### src/rtl/cpu_pkg.sv
// rtl/cpu_pkg.sv - shared CPU types and widths for the fetch stage
// Contents: PC_W, INSTR_W, fetch_state_t (fetch FSM states), br_cond_t.
// Macro PC_FETCH_TIMEOUT_EN adds the FAULT state to fetch_state_t.
package cpu_pkg;

  localparam int PC_W    = 16;
  localparam int INSTR_W = 16;

  typedef enum logic [2:0] {
    IDLE = 3'd0,
    REQ  = 3'd1,
    WAIT = 3'd2,
    HOLD = 3'd3,
    HALT = 3'd4
`ifdef PC_FETCH_TIMEOUT_EN
    ,
    FAULT = 3'd5
`endif
  } fetch_state_t;

  typedef enum logic [1:0] {
    BR_NONE   = 2'd0,
    BR_EQ     = 2'd1,
    BR_NE     = 2'd2,
    BR_ALWAYS = 2'd3
  } br_cond_t;

endpackage

### src/rtl/pc_fetch_if.sv
// rtl/pc_fetch_if.sv - instruction memory and decode handshake bundle for pc_fetch
// Signals: imem_req/imem_addr (read strobe/address), imem_rdata/imem_rvalid
// (read return), instr/instr_valid/instr_ready (toward decode), halt (from decode).
// Modports: master = fetch stage, slave = memory plus decode side.
interface pc_fetch_if;
  import cpu_pkg::*;

  logic               imem_req;
  logic [PC_W-1:0]    imem_addr;
  logic [INSTR_W-1:0] imem_rdata;
  logic               imem_rvalid;
  logic [INSTR_W-1:0] instr;
  logic               instr_valid;
  logic               instr_ready;
  logic               halt;

  modport master (
    output imem_req, imem_addr, instr, instr_valid,
    input  imem_rdata, imem_rvalid, instr_ready, halt
  );

  modport slave (
    input  imem_req, imem_addr, instr, instr_valid,
    output imem_rdata, imem_rvalid, instr_ready, halt
  );

endinterface

### src/rtl/pc_fetch_watchdog.sv
// rtl/pc_fetch_watchdog.sv - WAIT-cycle counter and limit compare for pc_fetch
// Ports: clk, rst (sync active-high), start (clears count; asserted the cycle
// before WAIT is entered), active (currently in WAIT), expired (this is the
// TIMEOUT_CYCLES-th WAIT cycle).
module fetch_watchdog #(
  parameter int TIMEOUT_CYCLES = 8
) (
  input  logic clk,
  input  logic rst,
  input  logic start,
  input  logic active,
  output logic expired
);

  localparam int CW = (TIMEOUT_CYCLES > 1) ? $clog2(TIMEOUT_CYCLES) : 1;
  localparam logic [CW-1:0] LIMIT = CW'(TIMEOUT_CYCLES - 1);

  logic [CW-1:0] cnt;

  // cnt holds the number of WAIT cycles already completed without data.
  assign expired = active && (cnt == LIMIT);

  always_ff @(posedge clk) begin
    if (rst || start) begin
      cnt <= '0;
    end else if (active && !expired) begin
      cnt <= cnt + CW'(1);
    end
  end

endmodule

### src/rtl/pc_fetch.sv
// rtl/pc_fetch.sv - PC register and single-outstanding instruction fetch FSM
// Ports: clk, rst (sync active-high), pc_next (from PC control), pc_cur
// (registered PC), halted (sticky), fault (sticky timeout), bus (pc_fetch_if.master).
// Macro PC_FETCH_TIMEOUT_EN enables the WAIT timeout and the FAULT state.
module pc_fetch
  import cpu_pkg::*;
#(
  parameter logic [PC_W-1:0] RESET_PC       = 16'h0000,
  parameter int              TIMEOUT_CYCLES = 8
) (
  input  logic            clk,
  input  logic            rst,
  input  logic [PC_W-1:0] pc_next,
  output logic [PC_W-1:0] pc_cur,
  output logic            halted,
  output logic            fault,
  pc_fetch_if.master      bus
);

  fetch_state_t state;

  assign bus.imem_addr = pc_cur;

`ifdef PC_FETCH_TIMEOUT_EN
  logic wd_expired;

  // REQ is always followed by WAIT, so clearing during REQ clears on WAIT entry.
  fetch_watchdog #(
    .TIMEOUT_CYCLES(TIMEOUT_CYCLES)
  ) u_watchdog (
    .clk    (clk),
    .rst    (rst),
    .start  (state == REQ),
    .active (state == WAIT),
    .expired(wd_expired)
  );
`else
  logic unused_timeout_cfg;
  assign unused_timeout_cfg = ^TIMEOUT_CYCLES;
`endif

  // Outputs are registered: each transition sets the strobes of the state it enters.
  always_ff @(posedge clk) begin
    if (rst) begin
      state           <= IDLE;
      pc_cur          <= RESET_PC;
      bus.instr       <= '0;
      bus.instr_valid <= 1'b0;
      bus.imem_req    <= 1'b0;
      halted          <= 1'b0;
`ifdef PC_FETCH_TIMEOUT_EN
      fault           <= 1'b0;
`endif
    end else begin
      case (state)
        IDLE: begin
          state        <= REQ;
          bus.imem_req <= 1'b1;
        end
        REQ: begin
          // Any read return arriving here is stale and ignored.
          state        <= WAIT;
          bus.imem_req <= 1'b0;
        end
        WAIT: begin
          // Data in the limit cycle still wins over the timeout.
          if (bus.imem_rvalid) begin
            bus.instr       <= bus.imem_rdata;
            bus.instr_valid <= 1'b1;
            state           <= HOLD;
          end
`ifdef PC_FETCH_TIMEOUT_EN
          else if (wd_expired) begin
            state <= FAULT;
            fault <= 1'b1;
          end
`endif
        end
        HOLD: begin
          if (bus.instr_ready) begin
            pc_cur          <= pc_next;
            bus.instr_valid <= 1'b0;
            if (bus.halt) begin
              state  <= HALT;
              halted <= 1'b1;
            end else begin
              state        <= REQ;
              bus.imem_req <= 1'b1;
            end
          end
        end
        HALT: begin
          state <= HALT;
        end
`ifdef PC_FETCH_TIMEOUT_EN
        FAULT: begin
          state <= FAULT;
        end
`endif
        default: begin
          state           <= IDLE;
          bus.imem_req    <= 1'b0;
          bus.instr_valid <= 1'b0;
        end
      endcase
    end
  end

`ifndef PC_FETCH_TIMEOUT_EN
  assign fault = 1'b0;
`endif

endmodule

### src/flat_wrapper.sv
// flat-port wrapper written by rule: the top's interface ports become plain ports
module pc_fetch_flat import cpu_pkg::*;
#(
  parameter logic [PC_W-1:0] RESET_PC       = 16'h0000,
  parameter int              TIMEOUT_CYCLES = 8
)
  (clk, rst, pc_next, pc_cur, halted, fault, bus_imem_req, bus_imem_addr, bus_instr, bus_instr_valid, bus_imem_rdata, bus_imem_rvalid, bus_instr_ready, bus_halt);
  pc_fetch_if bus_i ();
  input  logic clk;
  input  logic rst;
  input  logic [PC_W-1:0] pc_next;
  output logic [PC_W-1:0] pc_cur;
  output logic halted;
  output logic fault;
  output wire logic [$bits(bus_i.imem_req)-1:0] bus_imem_req;
  output wire logic [$bits(bus_i.imem_addr)-1:0] bus_imem_addr;
  output wire logic [$bits(bus_i.instr)-1:0] bus_instr;
  output wire logic [$bits(bus_i.instr_valid)-1:0] bus_instr_valid;
  input wire logic [$bits(bus_i.imem_rdata)-1:0] bus_imem_rdata;
  input wire logic [$bits(bus_i.imem_rvalid)-1:0] bus_imem_rvalid;
  input wire logic [$bits(bus_i.instr_ready)-1:0] bus_instr_ready;
  input wire logic [$bits(bus_i.halt)-1:0] bus_halt;
  assign bus_imem_req = bus_i.imem_req;
  assign bus_imem_addr = bus_i.imem_addr;
  assign bus_instr = bus_i.instr;
  assign bus_instr_valid = bus_i.instr_valid;
  assign bus_i.imem_rdata = bus_imem_rdata;
  assign bus_i.imem_rvalid = bus_imem_rvalid;
  assign bus_i.instr_ready = bus_instr_ready;
  assign bus_i.halt = bus_halt;
  pc_fetch #(.RESET_PC(RESET_PC), .TIMEOUT_CYCLES(TIMEOUT_CYCLES)) u_core (.clk(clk), .rst(rst), .pc_next(pc_next), .pc_cur(pc_cur), .halted(halted), .fault(fault), .bus(bus_i));
endmodule
### config.mk
export PLATFORM = sky130hd
export DESIGN_NAME = pc_fetch_flat
export DESIGN_NICKNAME = d
export VERILOG_FILES = /design/src/rtl/cpu_pkg.sv /design/src/rtl/pc_fetch_if.sv /design/src/rtl/pc_fetch_watchdog.sv /design/src/rtl/pc_fetch.sv /design/src/flat_wrapper.sv
export SDC_FILE = /design/constraint.sdc
export NUM_CORES = 1
export LEC_CHECK = 0
export CORE_MARGIN = 1.5
export CORE_UTILIZATION = 35
export DETAILED_ROUTE_END_ITERATION = 12
export GPL_TIMING_DRIVEN = 0
export PLACE_DENSITY_LB_ADDON = 0.3
export SLEW_MARGIN = 25
export SYNTH_ARGS = -nofsm -noshare
export SYNTH_HDL_FRONTEND = slang
export SYNTH_HIERARCHICAL = 1
export SYNTH_SLANG_ARGS = --single-unit
### constraint.sdc
create_clock -name clk -period 1.2 [get_ports clk]
set_clock_uncertainty 0.05 [all_clocks]
set_input_delay 0.3 -clock clk [delete_from_list [all_inputs] [get_ports clk]]
set_output_delay 0.3 -clock clk [all_outputs]
set_load 0.005 [all_outputs]
==> results of run 1 <==
-- cell usage after synthesis (2+ instances only) --
cell	count	area share (%)
a21oi_1	17	5.0
a21oi_2	20	10
and4b_1	2	1.2
buf_1	3	0.66
buf_12	2	2.4
buf_2	3	0.88
buf_4	22	9.7
dfxtp_1	38	45
nand2_1	46	10
nand2_2	20	7.4
nor2_1	3	0.66
o21ai_0	2	0.59
-- through the flow --
step | setup WS [ns] | hold WS [ns]
after floorplan | -0.0225 | 0.339
after global placement | -0.710 | 0.391
after detailed placement | -0.702 | 0.396
after CTS | -0.121 | 0.406
after global routing | -0.142 | 0.421
final | -0.0919 | 0.406
-- metal layers --
layer  global-route usage (%)  vias to the layer above
met5                        0                        -
met4                     6.92                        0
met3                     5.39                        4
met2                     28.5                       46
met1                     18.9                      743
li1                         -                      802
-- power by group --
group          total (mW)  internal, mW  switching (mW)
sequential           1.36          1.32          0.0373
combinational       0.539         0.325           0.215
clock               0.820         0.400           0.420
total                2.72          2.04           0.672
-- what timing repair did --
item | CTS | global route
hold buffers | 0 | 0
gates cloned | 1 | 0
endpoints found under the setup margin | 88 | 78
pin swaps | 5 | 5
setup buffers | 9 | 1
gates resized for setup | 215 | 45
-- area by class of cell --
class | count | area [um^2]
plain buffers | 27 | 310
clock buffers | 7 | 76.3
fillers | 426 | 1830
multi-input cells | 121 | 746
flip-flops and latches | 38 | 798
well taps | 54 | 67.6
repair buffers | 98 | 868
-- sequential cells by signal, indices dropped and copies added, names as in the netlist --
| name | count |
|---|---|
| u_core/bus.imem_addr | 16 |
| u_core/bus.imem_req | 1 |
| u_core/bus.instr | 16 |
| u_core/bus.instr_valid | 1 |
| u_core/halted | 1 |
| u_core/state | 3 |
-- kinds of logic (layout without fill, tap and decap cells) --
group / count (synthesis) / count (layout)
compound gates: 42 / 42
other cells: 1 / 1
simple gates: 78 / 78
buf+inv: 31 / 132
flops: 38 / 38
-- critical path, stage by stage, from the launching register on --
cell and delay (ns):
dfxtp_2 0.35, buf_6 0.12, and4b_1 0.25, buf_6 0.14, buf_12 0.14, nand2_2 0.06, a21oi_2 0.11
-- final timing paths --
kind	start	to	slack, ns
setup reg to reg	u_core/state[2]	u_core/bus.imem_addr[12]	-0.09
hold / removal	u_core/bus.instr[14]	u_core/bus.instr[14]	0.41
setup / recovery	u_core/state[2]	u_core/bus.imem_addr[12]	-0.09
hold reg to reg	u_core/bus.instr[14]	u_core/bus.instr[14]	0.41
==> summary.txt, run 1 <==
Status
  – Status: complete, but fails checks
  – Failing checks: negative setup slack

Layout
  – Syn-to-layout area delta: 68.7%
  – Antenna cells: 0
  – Final cell area excluding filler cells: 0.00287 mm^2
  – Commonest cells after routing, fill and taps aside: nand2_1 (43), buf_6 (41), clkdlybuf4s50_1 (34), dfxtp_2 (30), a21oi_2 (24)
  – Share of cells above drive strength 1: 57.0%
  – Most common cell after layout, fill and taps aside: nand2_1
  – Non-filler cells, final: 345
  – Nets: 328
  – Final core occ: 61.1%

Setup path
  – Worst EP arrival: 1.46 ns
  – Reg2Reg Depth: 6
  – Worst EP required: 1.37 ns
  – Crit. End Element: register
  – CP Max Fanout: 10
  – WS Path Type: reg -> reg
  – CP Launch Type: register

CTS
  – Register clock-pin slew on the reported worst setup and hold paths: 0.07 ns
  – TritonCTS Sinks: 38
  – Clk Latency, worst-skew pair: 0.29 ns
  – CTS Buffer Depth: 2
  – Total CTS buffers: 5
  – Root Buffer: clkbuf_8
  – CTS tree: yes
  – H-tree depth: 2

STA
  – RSZ-0062 raised after global routing: yes
  – Max Clock Freq: 774 MHz
  – Final setup fails: 29
  – Final hold viol count: 0
  – Setup TNS: -1.36 ns
  – Max Slew Vio Count: 0
  – Post-layout worst setup margin: -0.0919 ns
  – Final worst path period share: 108%
  – Min cycle time layout: 1.29 ns

Min path
  – Hold depth: 2
  – Worst hold path type: reg -> reg

Logic synthesis
  – Synthesized cell area: 0.00170 mm^2
  – Synth warnings: 6
  – Post-synthesis mux area share: 0%
  – Synth Area in Adders: 0%
  – Seq/Total Area, Yosys: 44.8%
  – Dominant synthesized flop cell: dfxtp_1
  – Xor/xnor share of the synthesized area: 0%
  – Post-synth ARST share: 0%
  – Synth Register Bits: 38
  – Post-synth cell types: 24
  – Syn_nets: 227
  – Main combinational cell family by area after synthesis: simple AND/OR/NAND/NOR gates
  – Synth Area in Simple Gates: 23.4%
  – Syn Inst Count: 190
  – Compound-Gate Fraction of Synth Area: 17.3%
  – Avg Cell Area, Syn: 8.94 um^2
  – Post-synth EDFFs: 0

Floorplan
  – I/O Pins: 89
  – Die area: 0.00528 mm^2
  – CORE AREA: 0.00469 mm^2
  – Core Rows: 25
  – Width of the die: 72.7 um
  – Initial Utilization: 36.2%
  – Die Y: 72.7 um

Routing
  – Initial drt markers: 44
  – DR WL/cell: 12.4 um
  – Vias: 1595
  – First-pass DRT Iterations: 4
  – Met3 WL: 218 um
  – Total detailed-routing wirelength: 4.28 mm
  – Met1 WL: 1.85 mm
  – Uppermost routed layer: met4
  – DRC violations left: 0
  – Detail Route Antenna Nets: 0
  – Vias per cell: 4.62
  – Met2 WL post-DR: 2.17 mm

Power
  – P per Cell Area: 947 mW/mm^2
  – Leakage: 1.18 nW
  – Power, Total: 2.72 mW
  – Max VDD drop: 0.000532 V

Global route
  – Congestion Overflow GR: 0
  – Largest net degree at the start of global routing: 11
  – First-pass GRT wire length: 6.73 mm
  – Initial antenna violation count: 0
  – Overall routing resource usage: 16.6%
  – Vias in the first global route: 1471

Placed design
  – # port buffers: 87
  – Hpwl dp: 2.90 mm
  – Area after DPL: 0.00265 mm^2
  – Final RePlAce weighted congestion: 0.703
  – # placed instances: 331

Flow run
  – Max-Cap Viols: 0
Power figures use the tool's default switching activity.
==> run 2: changes to the inputs <==
--- a/config.mk
+++ b/config.mk
@@ -8,7 +8,6 @@
 export CORE_MARGIN = 1.5
 export CORE_UTILIZATION = 35
 export DETAILED_ROUTE_END_ITERATION = 12
-export GPL_TIMING_DRIVEN = 0
 export PLACE_DENSITY_LB_ADDON = 0.3
 export SLEW_MARGIN = 25
 export SYNTH_ARGS = -nofsm -noshare
==> summary.txt, run 2 (synthesized netlist as in run 1, its figures left out) <==
Setup path
  – Crit. End Element: register
  – WS Path Type: reg -> reg
  – Reg2Reg Depth: 5 (-1)
  – Worst EP required: 1.38 ns (about the same)
  – CP Launch Type: register
  – Worst EP arrival: 1.45 ns (about the same)
  – CP Max Fanout: 8 (-2)

Power
  – Clock power frac: 41.3% (+11 points)
  – Leakage: 1.17 nW (-0.58%)
  – Switching pwr: 0.719 mW (+6.9%)
  – Sw Ratio: 22.2% (-2.5 points)
  – Internal power: 2.52 mW (+23%)
  – Max VDD drop: 0.000810 V (+52%)
  – Sequential share of power: 42.0% (-8.0 points)
  – Logic pwr share: 16.7% (-3.1 points)
  – P per Cell Area: 1140 mW/mm^2 (+21%)

STA
  – Setup TNS: -1.25 ns (+0.111 ns)
  – Final hold slack: 0.202 ns (-0.204 ns)
  – Final hold viol count: 0 (unchanged)
  – Max Slew Vio Count: 0 (unchanged)
  – Min cycle time layout: 1.27 ns (-0.0244 ns)
  – Final worst path period share: 106% (-2.0 points)
  – Max Clock Freq: 789 MHz (+1.9%)
  – Post-layout worst setup margin: -0.0675 ns (+0.0244 ns)
  – Final setup fails: 33 (+14%)
  – RSZ-0062 raised after global routing: yes

Layout
  – Antenna cells: 0 (unchanged)
  – Nets: 321 (-2.1%)
  – Non-filler cells, final: 339 (-1.7%)
  – Most common cell after layout, fill and taps aside: nand2_1
  – Share of cells above drive strength 1: 62.5% (+5.4 points)
  – Commonest cells after routing, fill and taps aside: nand2_1 (36), clkbuf_2 (35), clkdlybuf4s50_1 (33), dfxtp_2 (31), a21oi_2 (27)
  – Final core occ: 60.3% (-0.83 points)
  – Syn-to-layout area delta: 66.4%

Floorplan
  – CORE AREA: 0.00469 mm^2 (unchanged)
  – Die Y: 72.7 um (unchanged)
  – Core Rows: 25 (unchanged)
  – I/O Pins: 89 (unchanged)
  – Initial Utilization: 36.2% (unchanged)
  – Die area: 0.00528 mm^2 (unchanged)
  – Width of the die: 72.7 um (unchanged)

CTS
  – CTS tree: yes
  – CTS Buffer Depth: 2 (unchanged)
  – Total CTS buffers: 5 (unchanged)
  – Clk Latency, worst-skew pair: 0.29 ns (about the same)
  – Register clock-pin slew on the reported worst setup and hold paths: 0.08 ns (about the same)
  – Root Buffer: clkbuf_8
  – TritonCTS Sinks: 38 (unchanged)
  – H-tree depth: 2 (unchanged)

Placed design
  – Final RePlAce weighted congestion: 0.773 (+10%)
  – Hpwl dp: 2.89 mm (-0.47%)
  – # port buffers: 87 (unchanged)
  – Place WS: -0.418 ns (+0.284 ns)
  – # placed instances: 316 (-4.5%)

Global route
  – Largest net degree at the start of global routing: 17 (+6)
  – Vias in the first global route: 1440 (-2.1%)
  – Congestion Overflow GR: 0 (unchanged)
  – Overall routing resource usage: 16.5% (-0.13 points)
  – First-pass GRT wire length: 6.69 mm (-0.61%)
  – Initial antenna violation count: 0 (unchanged)

Routing
  – Detail Route Antenna Nets: 0 (unchanged)
  – Initial drt markers: 41 (-6.8%)
  – Vias per cell: 4.65 (+0.62%)
  – Vias: 1577 (-1.1%)
  – Total detailed-routing wirelength: 4.41 mm (+2.9%)
  – DR WL/cell: 13.0 um (+4.7%)
  – DRC violations left: 0 (unchanged)
  – First-pass DRT Iterations: 4 (unchanged)

Min path
  – Worst hold path type: in -> reg
  – Hold depth: 2 (unchanged)

Status
  – Failing checks: negative setup slack
  – Status: complete, but fails checks

Flow run
  – Max-Cap Viols: 0 (unchanged)
-- run 2: cell types whose count changed in the layout (fill, tap and decap cells not counted), sizes merged --
cell,previous run,this run
clkbuf,28,42
clkdlybuf4s50,34,33
buf,60,36
dlygate4sd2,2,3
bufinv,0,2
clkdlybuf4s15,8,10
-- run 2: worst paths after layout --
kind / start / end / slack, ns
setup reg to reg: u_core/state[1] / u_core/bus.instr[12] / -0.07
hold reg to reg: u_core/bus.instr[1] / u_core/bus.instr[1] / 0.41
setup / recovery: u_core/state[1] / u_core/bus.instr[12] / -0.07
hold / removal: rst / u_core/state[1] / 0.20
-- run 2: layout make-up --
cell class,count,area (um^2)
timing repair buffer,118,1000
fill,416,1860
multi-input combinational,121,811
tap,54,67.6
clock inverter,2,60.1
sequential,38,807
clock buffer,6,82.6
-- run 2: metal layers --
| layer | global-route usage [%] | wire, um | part of all wire [%] |
|---|---|---|---|
| met3 | 5.66 | 229 | 5.2 |
| met2 | 27.3 | 2170 | 49 |
| met4 | 5.87 | 45 | 1.0 |
| met5 | 0 | 0 | 0 |
| met1 | 19.8 | 1960 | 45 |
-- run 2: metrics by stage --
stage	power [mW]	cell area (um^2)
finish	3.24	2830
global route	3.37	2830
CTS	3.26	2920
detailed placement	1.86	2540
floorplan	1.60	1710
global placement	1.86	2540
-- run 2: power by group through the flow --
stage / sequential, mW / clock (mW) / combinational, mW
4_1_cts: 1.35 / 1.37 / 0.531
6_report: 1.36 / 1.34 / 0.540
3_5_place_dp: 1.38 / 0 / 0.483
2_1_floorplan: 1.37 / 0 / 0.225
3_3_place_gp: 1.38 / 0 / 0.480
5_1_grt: 1.37 / 1.42 / 0.581
-- run 2: critical path: stages (launching register included) --
cell and delay (ns):
dfxtp_2 0.42, nor4bb_4 0.24, buf_4 0.17, clkbuf_16 0.16, nand2_1 0.07, a21oi_2 0.10
-- run 2: repair_timing --
action | CTS | global route
endpoints found under the setup margin | 85 | 79
buffers inserted | 13 | 4
gates resized for setup | 166 | 66
hold buffers | 0 | 0
pin swaps | 7 | 12
cloned | 1 | 1
==> run 3: changes to the inputs <==
--- a/config.mk
+++ b/config.mk
@@ -6,8 +6,9 @@
 export NUM_CORES = 1
 export LEC_CHECK = 0
 export CORE_MARGIN = 1.5
-export CORE_UTILIZATION = 35
+export CORE_UTILIZATION = 55
 export DETAILED_ROUTE_END_ITERATION = 12
+export DONT_BUFFER_PORTS = 1
 export PLACE_DENSITY_LB_ADDON = 0.3
 export SLEW_MARGIN = 25
 export SYNTH_ARGS = -nofsm -noshare
==> summary.txt, run 3 (synthesized netlist as in run 1, its figures left out) <==
Layout
  – Register area: 772 um^2 (-4.3%)
  – Nets: 212 (-34%)
  – Syn-to-layout area delta: -0.221%
  – Most common cell after layout, fill and taps aside: nand2_1
  – Final core occ: 59.4% (-0.84 points)
  – Area of the multi-input gates: 734 um^2 (-9.4%)
  – Fillers: 263 (-37%)
  – Antenna cells: 0 (unchanged)
  – Share of cells above drive strength 1: 38.9% (-24 points)
  – Commonest cells after routing, fill and taps aside: nand2_1 (45), dfxtp_1 (35), a21oi_2 (27), nand2_2 (21), a21oi_1 (10)

Status
  – Status: complete, but fails checks
  – Failing checks: negative hold slack

Setup path
  – Crit. End Element: register
  – Worst EP arrival: 1.42 ns (-0.03 ns)
  – WS Path Type: reg -> reg
  – CP Cell Sequence: nor4bb_4, buf_12, nand2_1, a21oi_2
  – CP Max Fanout: 16 (+8)
  – Crit-path slowest cell: dfxtp_4
  – CP Launch Type: register
  – Worst EP required: 1.42 ns (+0.04 ns)
  – CP max stage delay: 0.38 ns (-0.04 ns)

CTS
  – CTS Buffer Depth: 2 (unchanged)
  – Register clock-pin slew on the reported worst setup and hold paths: 0.10 ns (+0.02 ns)
  – TritonCTS Sinks: 38 (unchanged)
  – Clk Latency, worst-skew pair: 0.33 ns (+0.04 ns)
  – CTS tree: yes
  – Root Buffer: clkbuf_4
  – H-tree depth: 2 (unchanged)
  – Total CTS buffers: 5 (unchanged)

STA
  – Min cycle time layout: 1.20 ns (-0.0677 ns)
  – Final worst path period share: 100% (-5.6 points)
  – Post-layout worst setup margin: 0.000108 ns (+0.0677 ns)
  – Max Slew Vio Count: 0 (unchanged)
  – Setup TNS: 0 ns (+1.25 ns)
  – Final hold viol count: 37 (+37)
  – Final setup fails: 0 (-100%)
  – Max Clock Freq: 833 MHz (+5.6%)
  – Final hold slack: -0.0298 ns (-0.232 ns)
  – RSZ-0062 raised after global routing: yes

Power
  – Leakage: 0.545 nW (-53%)
  – Power, Total: 2.16 mW (-33%)
  – P per Cell Area: 1280 mW/mm^2 (+11%)
  – Max VDD drop: 0.000765 V (-5.6%)

Routing
  – DR WL/cell: 15.0 um (+16%)
  – DRC violations left: 0 (unchanged)
  – Detail Route Antenna Nets: 0 (unchanged)
  – First-pass DRT Iterations: 4 (unchanged)
  – Vias per cell: 5.71 (+23%)
  – Vias: 1176 (-25%)
  – Total detailed-routing wirelength: 3.10 mm (-30%)
  – Initial drt markers: 57 (+39%)

Global route
  – Vias in the first global route: 1176 (-18%)
  – Initial antenna violation count: 0 (unchanged)
  – Largest net degree at the start of global routing: 39 (+22)
  – Overall routing resource usage: 18.9% (+2.4 points)
  – First-pass GRT wire length: 4.91 mm (-27%)
  – Congestion Overflow GR: 0 (unchanged)

Floorplan
  – Width of the die: 58.6 um (-19%)
  – CORE AREA: 0.00285 mm^2 (-39%)
  – Die area: 0.00343 mm^2 (-35%)
  – I/O Pins: 89 (unchanged)
  – Die Y: 58.6 um (-19%)
  – Initial Utilization: 59.6% (+23 points)
  – Core Rows: 19 (-24%)

Placed design
  – Place WS: -0.154 ns (+0.264 ns)
  – # port buffers: 0 (-100%)
  – Final RePlAce weighted congestion: 0.638 (-17%)
  – Hpwl dp: 2.23 mm (-23%)

Flow run
  – Max-Cap Viols: 0 (unchanged)

Min path
  – Worst hold path type: in -> reg
## run 3: changes by cell type in the layout (fill, tap and decap cells not counted), sizes merged
cell / before / now
bufinv: 2 / 0
clkdlybuf4s50: 33 / 0
dlygate4sd2: 3 / 0
clkbuf: 42 / 7
clkdlybuf4s15: 10 / 0
buf: 36 / 9
## run 3: final cells by class
cell class	instances	share of cell area [%]
tap	31	2.29
timing repair buffer	9	6.20
multi-input combinational	121	43.3
sequential	38	45.5
clock buffer	7	2.66
## run 3: power by group
part | internal [mW] | switching, mW
Sequential | 1.31 | 0.0554
Combinational | 0.109 | 0.104
Clock | 0.221 | 0.362
Total | 1.64 | 0.521
## run 3: final timing paths
| kind | startpoint | endpoint | slack [ns] | cells past startpoint |
|---|---|---|---|---|
| min reg2reg | u_core/bus.instr[14] | u_core/bus.instr[14] | 0.43 | 2 |
| max | u_core/state[2] | u_core/bus.instr[15] | 0.0001 | 4 |
| max reg2reg | u_core/state[2] | u_core/bus.instr[15] | 0.0001 | 4 |
| min | rst | u_core/state[2] | -0.03 | 1 |
## run 3: metal layers
| metal | GRT usage (%) | wire length, um | vias up | part of all wire [%] |
|---|---|---|---|---|
| met3 | 8.79 | 273 | 7 | 8.8 |
| met4 | 8.44 | 64 | 0 | 2.1 |
| li1 | - | - | 566 | - |
| met5 | 0 | 0 | - | 0 |
| met1 | 19.2 | 1180 | 553 | 38 |
| met2 | 32.9 | 1580 | 50 | 51 |
## run 3: stage by stage
stage	instances	area, um^2	hold WS (ns)
after floorplan	190	1710	0.339
after global placement	198	1600	0.318
after detailed placement	198	1600	0.319
after CTS	206	1660	-0.0516
after global routing	206	1700	-0.0664
final	206	1700	-0.0298
## run 3: timing repair
| action | 4_1_cts | 5_1_grt |
|---|---|---|
| pin swaps | 1 | 0 |
| buffers inserted | 1 | 0 |
| setup endpoints to repair | 34 | 33 |
| endpoints found under the hold margin | 38 | 38 |
| resized for setup | 5 | 9 |
## run 3: worst max-delay path: cells and delay by family, from the launching register on
kind / cells / cell delay, ns
flops: 1 / 0.38
buf+inv: 1 / 0.19
compound gates: 1 / 0.11
simple gates: 2 / 0.41
